[src/rtl/wb_arbiter.sv]
// wb_arbiter: merges ALU and load writebacks into an in-order queue that drives
// a single register-file write port, with forwarding of pending writes to the read ports.
module wb_arbiter #(
    parameter int DEPTH = 4
) (
    input  logic        clk,
    input  logic        rst,
    input  logic        alu_valid,
    input  logic [4:0]  alu_rd,
    input  logic [31:0] alu_data,
    input  logic        mem_valid,
    input  logic [4:0]  mem_rd,
    input  logic [31:0] mem_data,
    output logic        ready,
    output logic        RegWriteEN,
    output logic [4:0]  WriteReg,
    output logic [31:0] WriteData,
    input  logic [4:0]  ReadReg1,
    input  logic [4:0]  ReadReg2,
    output logic        fwd1_valid,
    output logic [31:0] fwd1_data,
    output logic        fwd2_valid,
    output logic [31:0] fwd2_data,
    output logic        err
);
    localparam int PW = $clog2(DEPTH);
    localparam int CW = PW + 1;

    logic [4:0]    rdMem   [DEPTH];
    logic [31:0]   dataMem [DEPTH];
    logic [PW-1:0] wrPtr, rdPtr;
    logic [CW-1:0] count;
    logic          memAcc, aluAcc, drop;

    assign ready      = (CW'(DEPTH) - count) >= CW'(2);
    assign memAcc     = mem_valid && ready && mem_rd != 5'd0;
    assign aluAcc     = alu_valid && ready && alu_rd != 5'd0;
    assign drop       = !ready && ((mem_valid && mem_rd != 5'd0) || (alu_valid && alu_rd != 5'd0));
    assign RegWriteEN = count != '0;
    assign WriteReg   = RegWriteEN ? rdMem[rdPtr] : 5'd0;
    assign WriteData  = RegWriteEN ? dataMem[rdPtr] : 32'd0;

    always_ff @(posedge clk or negedge rst) begin
        if (!rst) begin
            wrPtr <= '0;
            rdPtr <= '0;
            count <= '0;
            err   <= 1'b0;
        end else begin
            wrPtr <= wrPtr + PW'(memAcc) + PW'(aluAcc);
            rdPtr <= rdPtr + PW'(RegWriteEN);
            count <= count + CW'(memAcc) + CW'(aluAcc) - CW'(RegWriteEN);
            if (drop) err <= 1'b1;
        end
    end

    // mem is the older instruction, so it takes the lower slot when both land together
    always_ff @(posedge clk) begin
        if (memAcc) begin
            rdMem[wrPtr]   <= mem_rd;
            dataMem[wrPtr] <= mem_data;
        end
        if (aluAcc) begin
            rdMem[wrPtr + PW'(memAcc)]   <= alu_rd;
            dataMem[wrPtr + PW'(memAcc)] <= alu_data;
        end
    end

    // walk oldest to youngest so the youngest match overwrites earlier ones
    always_comb begin
        fwd1_valid = 1'b0;
        fwd1_data  = 32'd0;
        fwd2_valid = 1'b0;
        fwd2_data  = 32'd0;
        for (int i = 0; i < DEPTH; i++) begin
            if (CW'(i) < count && ReadReg1 != 5'd0 && rdMem[rdPtr + PW'(i)] == ReadReg1) begin
                fwd1_valid = 1'b1;
                fwd1_data  = dataMem[rdPtr + PW'(i)];
            end
            if (CW'(i) < count && ReadReg2 != 5'd0 && rdMem[rdPtr + PW'(i)] == ReadReg2) begin
                fwd2_valid = 1'b1;
                fwd2_data  = dataMem[rdPtr + PW'(i)];
            end
        end
    end
endmodule

[config.mk]
export PLATFORM = sky130hd
export DESIGN_NAME = wb_arbiter
export DESIGN_NICKNAME = d
export VERILOG_FILES = /design/src/rtl/wb_arbiter.sv
export SDC_FILE = /design/constraint.sdc
export NUM_CORES = 1
export LEC_CHECK = 0
export ABC_AREA = 1
export BUFFER_PORTS_ARGS = -buffer_cell sky130_fd_sc_hd__buf_2
export CAP_MARGIN = 20
export CORE_MARGIN = 1
export CORE_UTILIZATION = 25
export CTS_CLUSTER_DIAMETER = 120
export DETAILED_ROUTE_END_ITERATION = 12
export GPL_TIMING_DRIVEN = 0
export PLACE_DENSITY = 0.51
export SYNTH_ARGS = -nofsm -noshare
export SYNTH_HDL_FRONTEND = slang
export SYNTH_SLANG_ARGS = --single-unit
[constraint.sdc]
create_clock -name clk -period 6.4 [get_ports clk]
set_input_delay 1.6 -clock clk [delete_from_list [all_inputs] [get_ports clk]]
set_output_delay 1.6 -clock clk [all_outputs]
set_load 0.005 [all_outputs]
After elaboration in Yosys (flattened, before gate mapping)

Memory sizes are Yosys's and may differ from the RTL's.
Cells that the tools add are included.

Bits of input ports: 88
Memories: 2
Register bits: 8
Word-level logic and storage cells: 81
Bits in writable memories: 148

Add/sub/neg operators: 10
Reduce and logical (&&, ||, !) cells: 30
Equality and inequality tests: 8
$lt $le $gt $ge: 5
Muxes and demuxes: 22

Memories:

| memory  | depth | width | rd ports | clocked after memory_dff | write ports | line | RTL |
|---|---|---|---|---|---|---|---|
| dataMem | 4     | 32    | 4        | 0                        | 2           | 30   | `logic [31:0] dataMem [DEPTH];` |
| rdMem   | 4     | 5     | 4        | 0                        | 2           | 29   | `logic [4:0] rdMem [DEPTH];` |

Operator list:

| operator                                                                     | count |
|---|---|
| 32-bit 2-to-1 mux                                                            | 9 |
| 5-bit equality test                                                          | 8 |
| 1-bit logical AND                                                            | 23 |
| 5-bit nonzero test                                                           | 4 |
| 1-bit 2-to-1 mux                                                             | 12 |
| 2-bit by 1-bit adder with 2-bit output                                       | 3 |
| 3-bit by 1-bit adder with 3-bit output                                       | 2 |
| 1-bit by 3-bit less-than comparator with 1-bit output (first input constant) | 2 |
| 2-bit by 3-bit less-than comparator with 1-bit output (first input constant) | 2 |
| 5-bit 2-to-1 mux                                                             | 1 |
| 2-bit adder (second input constant)                                          | 2 |
| 3-bit by 2-bit >= comparator with 1-bit output (second input constant)       | 1 |
| 3-bit nonzero test                                                           | 1 |
| 3-bit by 1-bit subtractor with 3-bit output                                  | 1 |
| 3-bit subtractor (first input constant)                                      | 1 |
| 2-bit by 1-bit adder with 2-bit output (second input constant)               | 1 |
| 1-bit zero test                                                              | 1 |
| 1-bit logical OR                                                             | 1 |

Logic depth before layout (Yosys ltp)

Depth after elaboration: 7
Depth in mapped cells: 18
Mapped depth without buffers: 14

Least setup slack after synthesis

OpenSTA, ideal clock, no wires.

Path kind: input -> register
Start: input mem_rd[2]
End: memory dataMem[2][0] (enable)
Buffers on the path: 0
Path slack: 1.133 ns
Arrival time: 4.780 ns
Stages: 5
Setup time: 0.487 ns
Cells stage by stage: or2_2 -> o41ai_1 -> nor2_1 -> inv_1 -> o31ai_1

RTL lines:

| what        | line | RTL |
|---|---|---|
| from (decl) | 12   | `input logic [4:0] mem_rd,` |
| to (decl)   | 30   |  |

Worst setup path in the final report

Start: input ReadReg2[2]
End: output fwd2_data[21]

Word-level cells in the longest chain between the ends: 7

Ends and longest elaborated chain:

| what                           | line | RTL |
|---|---|---|
| from (decl)                    | 19   | `input logic [4:0] ReadReg2,` |
| 5-bit nonzero test             | 80   | `if (CW'(i) < count && ReadReg2 != 5'd0 && rdMem[rdPtr + PW'(i)] == ReadReg2) begin` |
| 1-bit logical AND (2 in a row) | 80   |  |
| 32-bit 2-to-1 mux (3 in a row) | 80   |  |
| 32-bit 2-to-1 mux (*)          | 80   |  |
| to (decl)                      | 23   | `output logic [31:0] fwd2_data,` |

Every way passes the cells marked *; elsewhere a longest branch is shown, timed or not.

==> flow_summary_export.csv <==
group,metric,value,unit
hold_path,holdPathEnd,"err$_DFFE_PN0P_",
cts,numCtsBuffers,17,
die,dieArea,0.05746,sq mm
setup_path,reg2reg_slack,1.89,ns
die,fp-row-count,86,
setup_path,slowest_stage,"nor2_2",
setup_path,worst_r2r_endpoint,"dataMem[1][16]$_DFFE_PP_",
synth,synth.avg_cell_area,6.389,sq um
synth,synth_commonest_cells,"nand2_1 (783), o21ai_0 (333), inv_1 (208)",
pwr,power_leakage,8.438,nW
sta,period_needed,5.728,ns
grt,grt_pass1_wl,95.91,mm
setup_path,cp_max_fo,10,
layout,diodes,0,
pwr,ir_drop,213.7,uV
setup_path,cp_common_cell,"nand2_1",
cts,path_clk_slew,0.06,ns
cts,ctsResizeCount,0,
synth,synth_top_area_cell,"edfxtp_1",
synth,synth_top_area_share,0.3146,
synth,synth_cell_types,37,
synth,synth_warnings,0,
cts,clk_path_buf_depth,2,
sta,clock_skew,0.01234,ns
layout,drive_gt1_frac,0.1359,
cts,cts-root-buf,"clkbuf_16",
placement,gp_congestion,0.9252,
sta,max_slew_margin,0.3513,
setup_path,path_delay_family,"simple AND/OR/NAND/NOR gates",
outcome,status,"finished clean",
setup_path,crit_arrival,4.13,ns
setup_path,path_buf_inv,4,
route,post-route-drc-count,0,
hold_path,hold_path_depth,1,
synth,synth.area.top_cells,"edfxtp_1 (31%), nand2_1 (21%), o21ai_0 (12%)",
layout,nets,2530,
die,coreArea,0.05542,sq mm
grt,grt_max_degree,17,
sta,worst_slew_pin_slew,0.9730,ns
cts,postCtsHoldBufs,0,
sta,finalHoldViolations,0,
placement,portBuffers,192,
setup_path,cp_slowest_stage_delay,0.48,ns
sta,holdWs,0.4688,ns
setup_path,endpoint_kind,"output port",
placement,hpwl,52.43,mm
synth,synthFlopType,"edfxtp_1",
grt,gr-usage-all-layers,0.2257,
layout,area_delta_synth_final,19.32,%
route,ant_nets,0,
setup_path,reg2reg_depth,14,
die,start_util,0.2549,
synth,postSynthCellCount,2211,
placement,dp_slack,0.7046,ns
synth,syn_nets,2310,
setup_path,worstPathRequired,4.80,ns
die,dieHeight,239.7,um
pwr,powerDensity,674.2,mW/mm^2
grt,grt_pass1_vias,15190,
synth,syn_area,0.01413,sq mm
route,drt_iter0_markers,1544,
cts,cts_sinks,156,
synth,yosysMostFrequentCell,"nand2_1",
sta,period_share,0.8950,
layout,final_util,0.3042,
grt,antenna_found_initial,1,
cts,cts_tree,"done",
cts,worst_skew_pair.late_latency,0.45,ns
die,fp.dieW,239.7,um
die,ioPinCount,194,
route,routed_via_density,5.047,
route,routedWlPerCell,20.56,um
hold_path,hold_class,"flip-flop to flip-flop",
sta,setup_slack,0.6721,ns
sta,max_freq,174.6,MHz
sta,rsz0062_at_grt,"no",
setup_path,cp_cell_sequence,"clkbuf_1, nor2_1, nand3_1, nand2_1, inv_1, nand2_1, nor2_2, nand3_2, buf_2, nand3_1, nand3_1, nand2_1, nand2_1, buf_2",
route,drt_pass1_iterations,7,
synth,synth_edf_count,148,
job,max_cap_viol_count,0,
synth,ys_async_sr_fraction,0.05128,
route,vias,16100,
cts,cts_setup_buffers,0,
sta,setup_viol,0,
setup_path,start_kind,"input port",
route,wirelength,65.61,mm
setup_path,critPathKind,"input port to output port",
hold_path,worstHoldStart,"err$_DFFE_PN0P_",
sta,slew_violations,0,
grt,grt_overflow,0,
setup_path,worstReg2RegStart,"count[0]$_DFF_PN0_",
cts,cts_max_level,4,
synth,yosysSeqAreaShare,0.3288,
synth,ys_ff_latch,156,
## routing by layer
metal  global-route usage  routed length [um]  vias up
met1               0.2981               28210     7534
li1                     -                   -     7673
met4              0.08819                2204        0
met5                    0                   0        -
met2               0.3671               29810      791
met3              0.03446                5380      106
## how the worst max path moves through the flow
| stage | from | endpoint | cells after the start |
|---|---|---|---|
| floorplan | mem_rd[2] | dataMem[2][0]$_DFFE_PP_ | 5 |
| global placement | mem_rd[2] | dataMem[1][20]$_DFFE_PP_ | 10 |
| detailed placement | mem_rd[2] | dataMem[1][13]$_DFFE_PP_ | 12 |
| CTS | ReadReg2[2] | fwd2_data[21] | 14 |
| global route | ReadReg2[2] | fwd2_data[21] | 14 |
| finish | ReadReg2[2] | fwd2_data[21] | 14 |
## sequential cells by signal (all words and copies together), names as in the netlist
| name | cells |
|---|---|
| dataMem | 128 |
| wrPtr | 2 |
| rdPtr | 2 |
| count | 3 |
| rdMem | 20 |
| err | 1 |
## placed cells by master, fill, tap and decap left out, types with 9 or more instances in the layout
cell,instances
buf_1,10
buf_2,244
buf_4,21
clkbuf_1,71
clkbuf_16,17
edfxtp_1,148
ha_1,9
inv_1,208
mux2i_1,69
nand2_1,783
nand3_1,139
nand4_1,96
nor2_1,201
o21ai_0,331
o21ai_1,12
## power breakdown
part | total (W) | leakage, nW | internal, W | switching (W)
registers | 0.00216 | 1.47 | 0.00190 | 0.000265
clock network | 0.00103 | 0.285 | 0.000612 | 0.000415
logic | 0.00818 | 6.68 | 0.00234 | 0.00584
## logic make-up after synthesis
| logic type | Yosys count | synth area share |
|---|---|---|
| AND/OR/NAND/NOR | 1236 | 0.3628 |
| AO/OA/AOI/OAI | 360 | 0.1294 |
| flip-flops | 156 | 0.3288 |
| XOR/XNOR | 9 | 0.005580 |
| multiplexers | 69 | 0.04889 |
| adder cells (fa/ha/maj) | 11 | 0.01081 |
| buffers and inverters | 370 | 0.1137 |
## layout make-up
cell class                 count  area, sq um
fill                        6093        38560
clock buffer                  21        440.4
buffer                       158        805.8
tap                          748        935.9
multi-input combinational   1685         7925
inverter                     212        800.8
clock inverter                10        143.9
sequential                   156         4644
timing repair buffer         201         1159
## per-stage QoR
stage	cell area [sq um]	power, W	TNS (ns)	instances
5_1_grt	16850	0.01218	0	3191
3_5_place_dp	16270	0.01019	0	3160
2_1_floorplan	14130	0.006848	0	2211
6_report	16850	0.01136	0	3191
4_1_cts	16850	0.01123	0	3191
3_3_place_gp	16020	0.009985	-278.54	3151
Note: power is estimated with default switching activity, not from simulation.
